$ cat config.mk
export PLATFORM = sky130hd
export DESIGN_NAME = oam_dma
export DESIGN_NICKNAME = d
export VERILOG_FILES = /design/src/rtl/nes_bus_pkg.sv /design/src/rtl/oam_dma.sv
export SDC_FILE = /design/constraint.sdc
export NUM_CORES = 1
export LEC_CHECK = 0
export ABC_AREA = 1
export CORE_MARGIN = 5
export CORE_UTILIZATION = 50
export CTS_CLUSTER_SIZE = 28
export DETAILED_ROUTE_END_ITERATION = 8
export PLACE_DENSITY = 0.84
export REMOVE_ABC_BUFFERS = 1
export SYNTH_ARGS = -nofsm -noshare
export SYNTH_HDL_FRONTEND = slang
export SYNTH_SLANG_ARGS = --single-unit
$ cat constraint.sdc
create_clock -name i_cpu_clk -period 2.4 [get_ports i_cpu_clk]
set_input_delay 0.48 -clock i_cpu_clk [delete_from_list [all_inputs] [get_ports i_cpu_clk]]
set_output_delay 0.48 -clock i_cpu_clk [all_outputs]
set_load 0.05 [all_outputs]
$ cat src/rtl/nes_bus_pkg.sv
// ---------------------------------------------------------------------------
// nes_bus_pkg
// Shared CPU-bus definitions for the NES bus-side blocks.
//   - Default trigger ($4014) and OAMDATA ($2004) addresses.
//   - Sprite-DMA state encoding, both as raw 3-bit constants and as an enum.
//   - Small decode helpers for the DMA control outputs.
// ---------------------------------------------------------------------------
package nes_bus_pkg;

  localparam logic [15:0] TRIG_ADDR_DEF = 16'h4014;
  localparam logic [15:0] OAM_ADDR_DEF  = 16'h2004;

  localparam logic [2:0] ST_IDLE  = 3'd0;
  localparam logic [2:0] ST_REQ   = 3'd1;
  localparam logic [2:0] ST_HALT  = 3'd2;
  localparam logic [2:0] ST_ALIGN = 3'd3;
  localparam logic [2:0] ST_RD    = 3'd4;
  localparam logic [2:0] ST_WR    = 3'd5;

  typedef enum logic [2:0] {
    IDLE  = ST_IDLE,
    REQ   = ST_REQ,
    HALT  = ST_HALT,
    ALIGN = ST_ALIGN,
    RD    = ST_RD,
    WR    = ST_WR
  } dma_state_e;

  // CPU must be held in every non-idle state.
  function automatic logic state_req(input dma_state_e s);
    return (s != IDLE);
  endfunction

  // DMA owns the bus from the first dummy cycle until the last write.
  function automatic logic state_active(input dma_state_e s);
    return (s == HALT) || (s == ALIGN) || (s == RD) || (s == WR);
  endfunction

endpackage

$ cat src/rtl/oam_dma.sv
// ---------------------------------------------------------------------------
// oam_dma
// Sprite DMA initiator. A CPU write to TRIG_ADDR with page P halts the CPU
// and copies $P00-$PFF into OAM as 256 read/write pairs, each write going to
// OAM_ADDR. All outputs are registered (decoded from the next state).
//
// Configuration macro: OAM_DMA_ALIGN_EN
//   defined   : an extra ALIGN dummy cycle follows HALT when the free-running
//               parity bit is 1 (513/514-cycle transfers).
//   undefined : ALIGN is never entered (always 513 cycles).
//
// Ports:
//   i_cpu_clk    in  1  CPU clock, rising edge
//   i_cpu_rst    in  1  async active-high reset
//   i_bus_addr   in  16 snooped CPU bus address
//   i_bus_wn     in  1  CPU write-not (0 = write)
//   i_bus_wdata  in  8  CPU write data (page number on trigger)
//   o_dma_req    out 1  halt request to CPU core
//   i_cpu_halted in  1  CPU stopped and released the bus
//   o_dma_active out 1  DMA owns the bus (bus mux select)
//   o_dma_addr   out 16 DMA bus address
//   o_dma_wn     out 1  DMA write-not
//   o_dma_wdata  out 8  DMA write data
//   i_dma_rdata  in  8  bus read data, same cycle as read address
// ---------------------------------------------------------------------------
module oam_dma
  import nes_bus_pkg::*;
#(
  parameter logic [15:0] TRIG_ADDR = TRIG_ADDR_DEF,
  parameter logic [15:0] OAM_ADDR  = OAM_ADDR_DEF
) (
  input  logic        i_cpu_clk,
  input  logic        i_cpu_rst,
  input  logic [15:0] i_bus_addr,
  input  logic        i_bus_wn,
  input  logic [7:0]  i_bus_wdata,
  output logic        o_dma_req,
  input  logic        i_cpu_halted,
  output logic        o_dma_active,
  output logic [15:0] o_dma_addr,
  output logic        o_dma_wn,
  output logic [7:0]  o_dma_wdata,
  input  logic [7:0]  i_dma_rdata
);

  dma_state_e  state;
  dma_state_e  next_state;
  logic [7:0]  cnt;
  logic [7:0]  cnt_next;
  logic [7:0]  page;
  logic        parity;
  logic        trigger;
  logic        req_next;
  logic        active_next;
  logic [15:0] addr_next;
  logic        wn_next;

  assign trigger = (i_bus_addr == TRIG_ADDR) && (i_bus_wn == 1'b0);

  // Next-state and counter logic.
  always_comb begin
    next_state = state;
    cnt_next   = cnt;
    case (state)
      IDLE: begin
        if (trigger) begin
          next_state = REQ;
          cnt_next   = 8'h00;
        end else begin
          next_state = IDLE;
        end
      end
      REQ: begin
        if (i_cpu_halted) begin
          next_state = HALT;
        end else begin
          next_state = REQ;
        end
      end
      HALT: begin
`ifdef OAM_DMA_ALIGN_EN
        if (parity) begin
          next_state = ALIGN;
        end else begin
          next_state = RD;
        end
`else
        next_state = RD;
`endif
      end
      ALIGN: next_state = RD;
      RD:    next_state = WR;
      WR: begin
        if (cnt == 8'hFF) begin
          next_state = IDLE;
        end else begin
          next_state = RD;
          cnt_next   = cnt + 8'd1;
        end
      end
      default: next_state = IDLE;
    endcase
  end

  // Output values for the cycle after the coming edge, decoded from next_state
  // so the outputs themselves can be plain registers. The page is already
  // latched by the time any RD is reached, so page (not i_bus_wdata) is used.
  always_comb begin
    req_next    = state_req(next_state);
    active_next = state_active(next_state);
    wn_next     = 1'b1;
    addr_next   = 16'h0000;
    case (next_state)
      HALT, ALIGN: addr_next = OAM_ADDR;
      RD:          addr_next = {page, cnt_next};
      WR: begin
        addr_next = OAM_ADDR;
        wn_next   = 1'b0;
      end
      default: addr_next = 16'h0000;
    endcase
  end

  // State, counter, page and free-running parity registers.
  always_ff @(posedge i_cpu_clk or posedge i_cpu_rst) begin
    if (i_cpu_rst) begin
      state  <= IDLE;
      cnt    <= 8'h00;
      page   <= 8'h00;
      parity <= 1'b0;
    end else begin
      state  <= next_state;
      cnt    <= cnt_next;
      parity <= ~parity;
      if ((state == IDLE) && trigger) begin
        page <= i_bus_wdata;
      end
    end
  end

  // Registered bus and control outputs; read data is captured at the edge
  // closing RD and presented during the following WR.
  always_ff @(posedge i_cpu_clk or posedge i_cpu_rst) begin
    if (i_cpu_rst) begin
      o_dma_req    <= 1'b0;
      o_dma_active <= 1'b0;
      o_dma_addr   <= 16'h0000;
      o_dma_wn     <= 1'b1;
      o_dma_wdata  <= 8'h00;
    end else begin
      o_dma_req    <= req_next;
      o_dma_active <= active_next;
      o_dma_addr   <= addr_next;
      o_dma_wn     <= wn_next;
      if (state == RD) begin
        o_dma_wdata <= i_dma_rdata;
      end
    end
  end

endmodule

======== Yosys cells after proc, flatten, opt, wreduce, memory -nomap -nowiden ========
Index checks and enable logic that the tools add are counted.
operators by class
  add/sub/neg operators ................... 1
  equality and inequality tests ........... 11
  mux-type cells .......................... 9
  bitwise logic cells ..................... 1
  reduce and logical (&&, ||, !) cells .... 9
operators by type and width
  cell                                                                count
  16-bit case mux with 2 select lines                                 1
  16-bit by 15-bit == test with 1-bit output (second input constant)  1
  8-bit 2-to-1 mux                                                    2
  8-bit case mux with 2 select lines                                  1
  3-bit case mux with 5 select lines                                  1
  3-bit by 2-bit == test with 1-bit output (second input constant)    4
  3-bit == test (second input constant)                               4
  8-bit by 1-bit adder with 8-bit output (second input constant)      1
  8-bit == test (second input constant)                               1
  3-bit by 1-bit == test with 1-bit output (second input constant)    1
  3-bit zero test                                                     1
  1-bit logical OR                                                    3
  3-bit 2-to-1 mux                                                    1
  3-bit nonzero test                                                  1
  3-bit OR reduction                                                  1
  1-bit logical AND                                                   2
  1-bit 2-to-1 mux                                                    2
  2-bit 2-to-1 mux                                                    1
  2-bit OR reduction                                                  1
  1-bit inverter                                                      1
word-level totals
  register bits ........................... 46
  input port bits ......................... 36
  output and inout port bits .............. 27
  word-level logic and storage cells ...... 39

======== Longest topological paths before layout ========
  word-level depth ........................ 8
  depth in mapped cells ................... 10
  mapped depth without buffers ............ 10

======== Least setup slack after synthesis ========
OpenSTA, ideal clock, no wires.
  path type ............................... flip-flop to flip-flop
  start point ............................. register cnt[1]
  end point ............................... register o_dma_active
  library setup time ...................... 0.122 ns
  arrival time ............................ 1.285 ns
  data required time ...................... 2.278 ns
  setup slack ............................. 0.993 ns
  stages on the path, launching flop included .. 10
  path buffers ............................ 1
  clock period less this slack ............ 1.407 ns
  path through ............................ dfrtp_1 ha_1 inv_1 nor2_4 nand3_4 nand2_4 nand3_4 nand3_4 buf_6 nand2_1
on the way
  longest elaborated chain between the ends .. 7
  elaborated cells on any way between the ends .. 10
  those cells by class .................... eq/ne: 5; mux: 2; reduce/logical: 3
ends and longest elaborated chain
  what                                      line               text
  start, declared                           oam_dma.sv:48      logic [7:0] cnt;
  start signal, assigned                    oam_dma.sv:133     cnt <= cnt_next;
  8-bit == test (*)                         oam_dma.sv:94      if (cnt == 8'hFF) begin
  3-bit 2-to-1 mux (*)                      oam_dma.sv:94
  3-bit case mux with 5 select lines (*)    oam_dma.sv:64      case (state)
  net next_state[2]                         oam_dma.sv:47      dma_state_e next_state;
  3-bit by 2-bit == test with 1-bit output  nes_bus_pkg.sv:36  return (s == HALT) || (s == ALIGN) || (s == RD) || (s == WR);
  1-bit logical OR (2 in series)            nes_bus_pkg.sv:36
  1-bit logical OR (*)                      nes_bus_pkg.sv:36
  net active_next                           oam_dma.sv:54      logic active_next;
  end signal, assigned                      oam_dma.sv:152     o_dma_active <= active_next;
  end, declared                             oam_dma.sv:39      output logic o_dma_active,
Mark *: on every way through the listed nets, which the timed path passes. The rest lies on a longest branch.
A chain may end at the register's enable or synchronous reset.

======== Worst setup path after layout ========
  start point ............................. register o_dma_wn
  end point ............................... output port o_dma_wn
RTL lines
  what                    line            text
  start, declared         oam_dma.sv:41   output logic o_dma_wn,
  start signal, assigned  oam_dma.sv:154  o_dma_wn <= wn_next;
No word-level cell between the ends.

==> impl_metrics.json <==
{
  "outcome": "completed",
  "nNetsFinal": 333,
  "dp_hpwl_um": 3248,
  "cpMaxStageDelayCell": "clkdlybuf4s50_1",
  "slew_violations": 0,
  "maxCapViolations": 0,
  "internal_power_w": 0.001825,
  "worst-path-stages": 1,
  "rows": 23,
  "synth.area.top_cells": "dfrtp_1 54%, nand2_1 12%, inv_1 6.5%",
  "arrival_ns": 1.60,
  "hp-class": "flop to flop",
  "ys_seq_elements": 46,
  "netSwitchingPower_w": 0.001464,
  "fin_area_mm2": 0.002864,
  "drtAntennaViolNets": 0,
  "synthArstFlopShare": 1.000,
  "vias": 1672,
  "setup_ws_ns": 0.3181,
  "synth.cell_area_mm2": 0.002087,
  "drive_above_1_share": 0.1212,
  "setup_tns_ns": 0,
  "cts_resized": 0,
  "cts_buffer_depth": 2,
  "synth_common_cells": "65 x nand2_1, 45 x dfrtp_1, 36 x inv_1",
  "clkSlewWorstSetupHoldPaths_ns": 0.08,
  "place_area_mm2": 0.002755,
  "grt_pass1_vias": 1678,
  "routabilityCongestion": 0.8952,
  "synth_top_area_frac": 0.5396,
  "die_area_mm2": 0.005566,
  "max_slew_margin": 0.6476,
  "synth_cell_types": 29,
  "whs_path_depth": 2,
  "finalCriticalPeriod_ns": 2.082,
  "cts_tree": "done",
  "overflow": 0,
  "die_y_um": 74.61,
  "rsz0062_at_grt": "no",
  "avgRoutedWirePerCell_um": 12.32,
  "clock-sinks": 46,
  "power_density_mw_per_mm2": 1148,
  "numPortBuffers": 62,
  "worst_slew_pin_slew_ns": 0.5269,
  "grt_pass1_wl_um": 7251,
  "cts_root_buffer": "clkbuf_8",
  "clock_latency_ns": 0.29,
  "first_iter_violations": 101,
  "pwr-share-clk": 0.168,
  "dpl.cell_count": 339,
  "path_max_fanout": 1,
  "crit_family": "buffers and inverters",
  "antenna_cells": 0,
  "leakage_nw": 1.415,
  "multi_input_area_um2": 738.2,
  "num_io_pins": 63,
  "antenna_found_initial": 0,
  "final_cells": 347,
  "critical_path.max_stage_delay_ns": 0.79,
  "yosysWarnings": 0,
  "timing.fmax_ghz": 0.4803,
  "fin_skew_ns": 0.005308,
  "rr_worst_depth": 7,
  "crit_required_ns": 1.92,
  "pwr-share-seq": 0.346,
  "yosysTopAreaCell": "dfrtp_1",
  "die_w_um": 74.61,
  "yosysMostFrequentCell": "nand2_1",
  "cts-buffers-inserted": 5,
  "swShare": 0.4450,
  "min_period_over_period": 0.8674,
  "crit_buf_inv": 1,
  "pre_cts_slack_ns": 0.2918,
  "final_util": 0.7109,
  "area_growth_syn_to_layout_pct": 37.23,
  "yosysSeqAreaShare": 0.5522,
  "postSynthCellCount": 229,
  "hold_viol": 0,
  "track_usage": 0.1695,
  "regArea_mm2": 0.001152,
  "core-area_mm2": 0.004029,
  "crit_path_end_kind": "output port",
  "crit_chain": "clkdlybuf4s50_1",
  "crit_type": "flop to output port",
  "firstDrtPassIters": 4,
  "ctsHoldBuffers": 0,
  "synth_edf_count": 0,
  "grt_start_max_net_pins": 27,
  "initial_core_util": 0.5180,
  "drt_wl_total_um": 4274,
  "irDropWorstVdd_mv": 0.9394,
  "fill_cells": 315,
  "syn_avg_cell_area_um2": 9.114,
  "htreeDepth": 2,
  "post_cts_buffers": 0,
  "via_per_inst": 4.818,
  "setup_viol": 0,
  "crit_path_start_kind": "flop",
  "synthFlopType": "dfrtp_1",
  "drc": 0,
  "combPwrFrac": 0.486
}
-- kinds of logic after synthesis --
| kind of cell | after synthesis | synth area share |
|---|---|---|
| buf+inv | 44 | 0.09412 |
| fa+ha+maj | 1 | 0.005994 |
| simple gates | 119 | 0.2800 |
| compound gates | 19 | 0.06775 |
| flops | 46 | 0.5522 |
-- final cells by class --
cell class | count | share of cell area
Sequential cell | 46 | 0.4024
Multi-Input combinational cell | 139 | 0.2578
Timing Repair Buffer | 65 | 0.2289
Inverter | 39 | 0.05111
Clock buffer | 5 | 0.02403
Tap cell | 50 | 0.02184
Clock inverter | 3 | 0.01398
-- flip-flops by register name (all words and copies together), names as in the netlist --
name and cells:
page 8, o_dma_req 1, o_dma_wdata 8, o_dma_active 1, o_dma_addr 16, state 3
o_dma_wn 1, cnt 8
-- placed cells by master (no fill, tap or decap), drive strengths merged --
cell	count
bufinv	1
clkinv	3
and2	1
nand4	3
nor2	28
nand3b	1
nand3	17
ha	1
a21oi	7
clkbuf	5
inv	38
dfrtp	45
o21a	1
nor3	1
nand2	67
buf	3
or2	1
dfstp	1
o21bai	1
clkdlybuf4s50	62
o21ai	10
-- stage by stage --
step	total power [W]	hold slack (ns)
6_report	0.003289	0.4850
3_3_place_gp	0.002714	0.4587
4_1_cts	0.003321	0.4895
3_5_place_dp	0.002756	0.4685
5_1_grt	0.003471	0.5086
2_1_floorplan	0.002222	0.4422
-- path summary, 6_finish.rpt --
kind	from	endpoint	slack [ns]
min in group asynchronous	i_cpu_rst	o_dma_wdata[7]$_DFFE_PP0P_	0.51
worst min register to register	page[1]$_DFFE_PP0P_	page[1]$_DFFE_PP0P_	0.48
worst min-delay path	page[1]$_DFFE_PP0P_	page[1]$_DFFE_PP0P_	0.48
worst max register to register	state[1]$_DFF_PP0_	o_dma_addr[1]$_DFF_PP0_	0.77
worst max-delay path	o_dma_wn$_DFF_PP1_	o_dma_wn	0.32
max in group asynchronous	i_cpu_rst	o_dma_addr[1]$_DFF_PP0_	1.41
-- power by group through the flow --
stage / Clock, W / Sequential [W] / Combinational (W)
2_1_floorplan: 0 / 0.00165 / 0.000575
3_3_place_gp: 0 / 0.00114 / 0.00157
3_5_place_dp: 0 / 0.00115 / 0.00160
4_1_cts: 0.000569 / 0.00114 / 0.00161
5_1_grt: 0.000593 / 0.00117 / 0.00171
6_report: 0.000553 / 0.00114 / 0.00160
-- routing by layer --
metal	GRT usage	part of all wire	vias up
li1	-	-	827
met1	0.1922	0.39	789
met2	0.3112	0.52	47
met3	0.03919	0.069	9
met4	0.05731	0.018	0
met5	0	0	-
(Power assumes the default switching activity.)
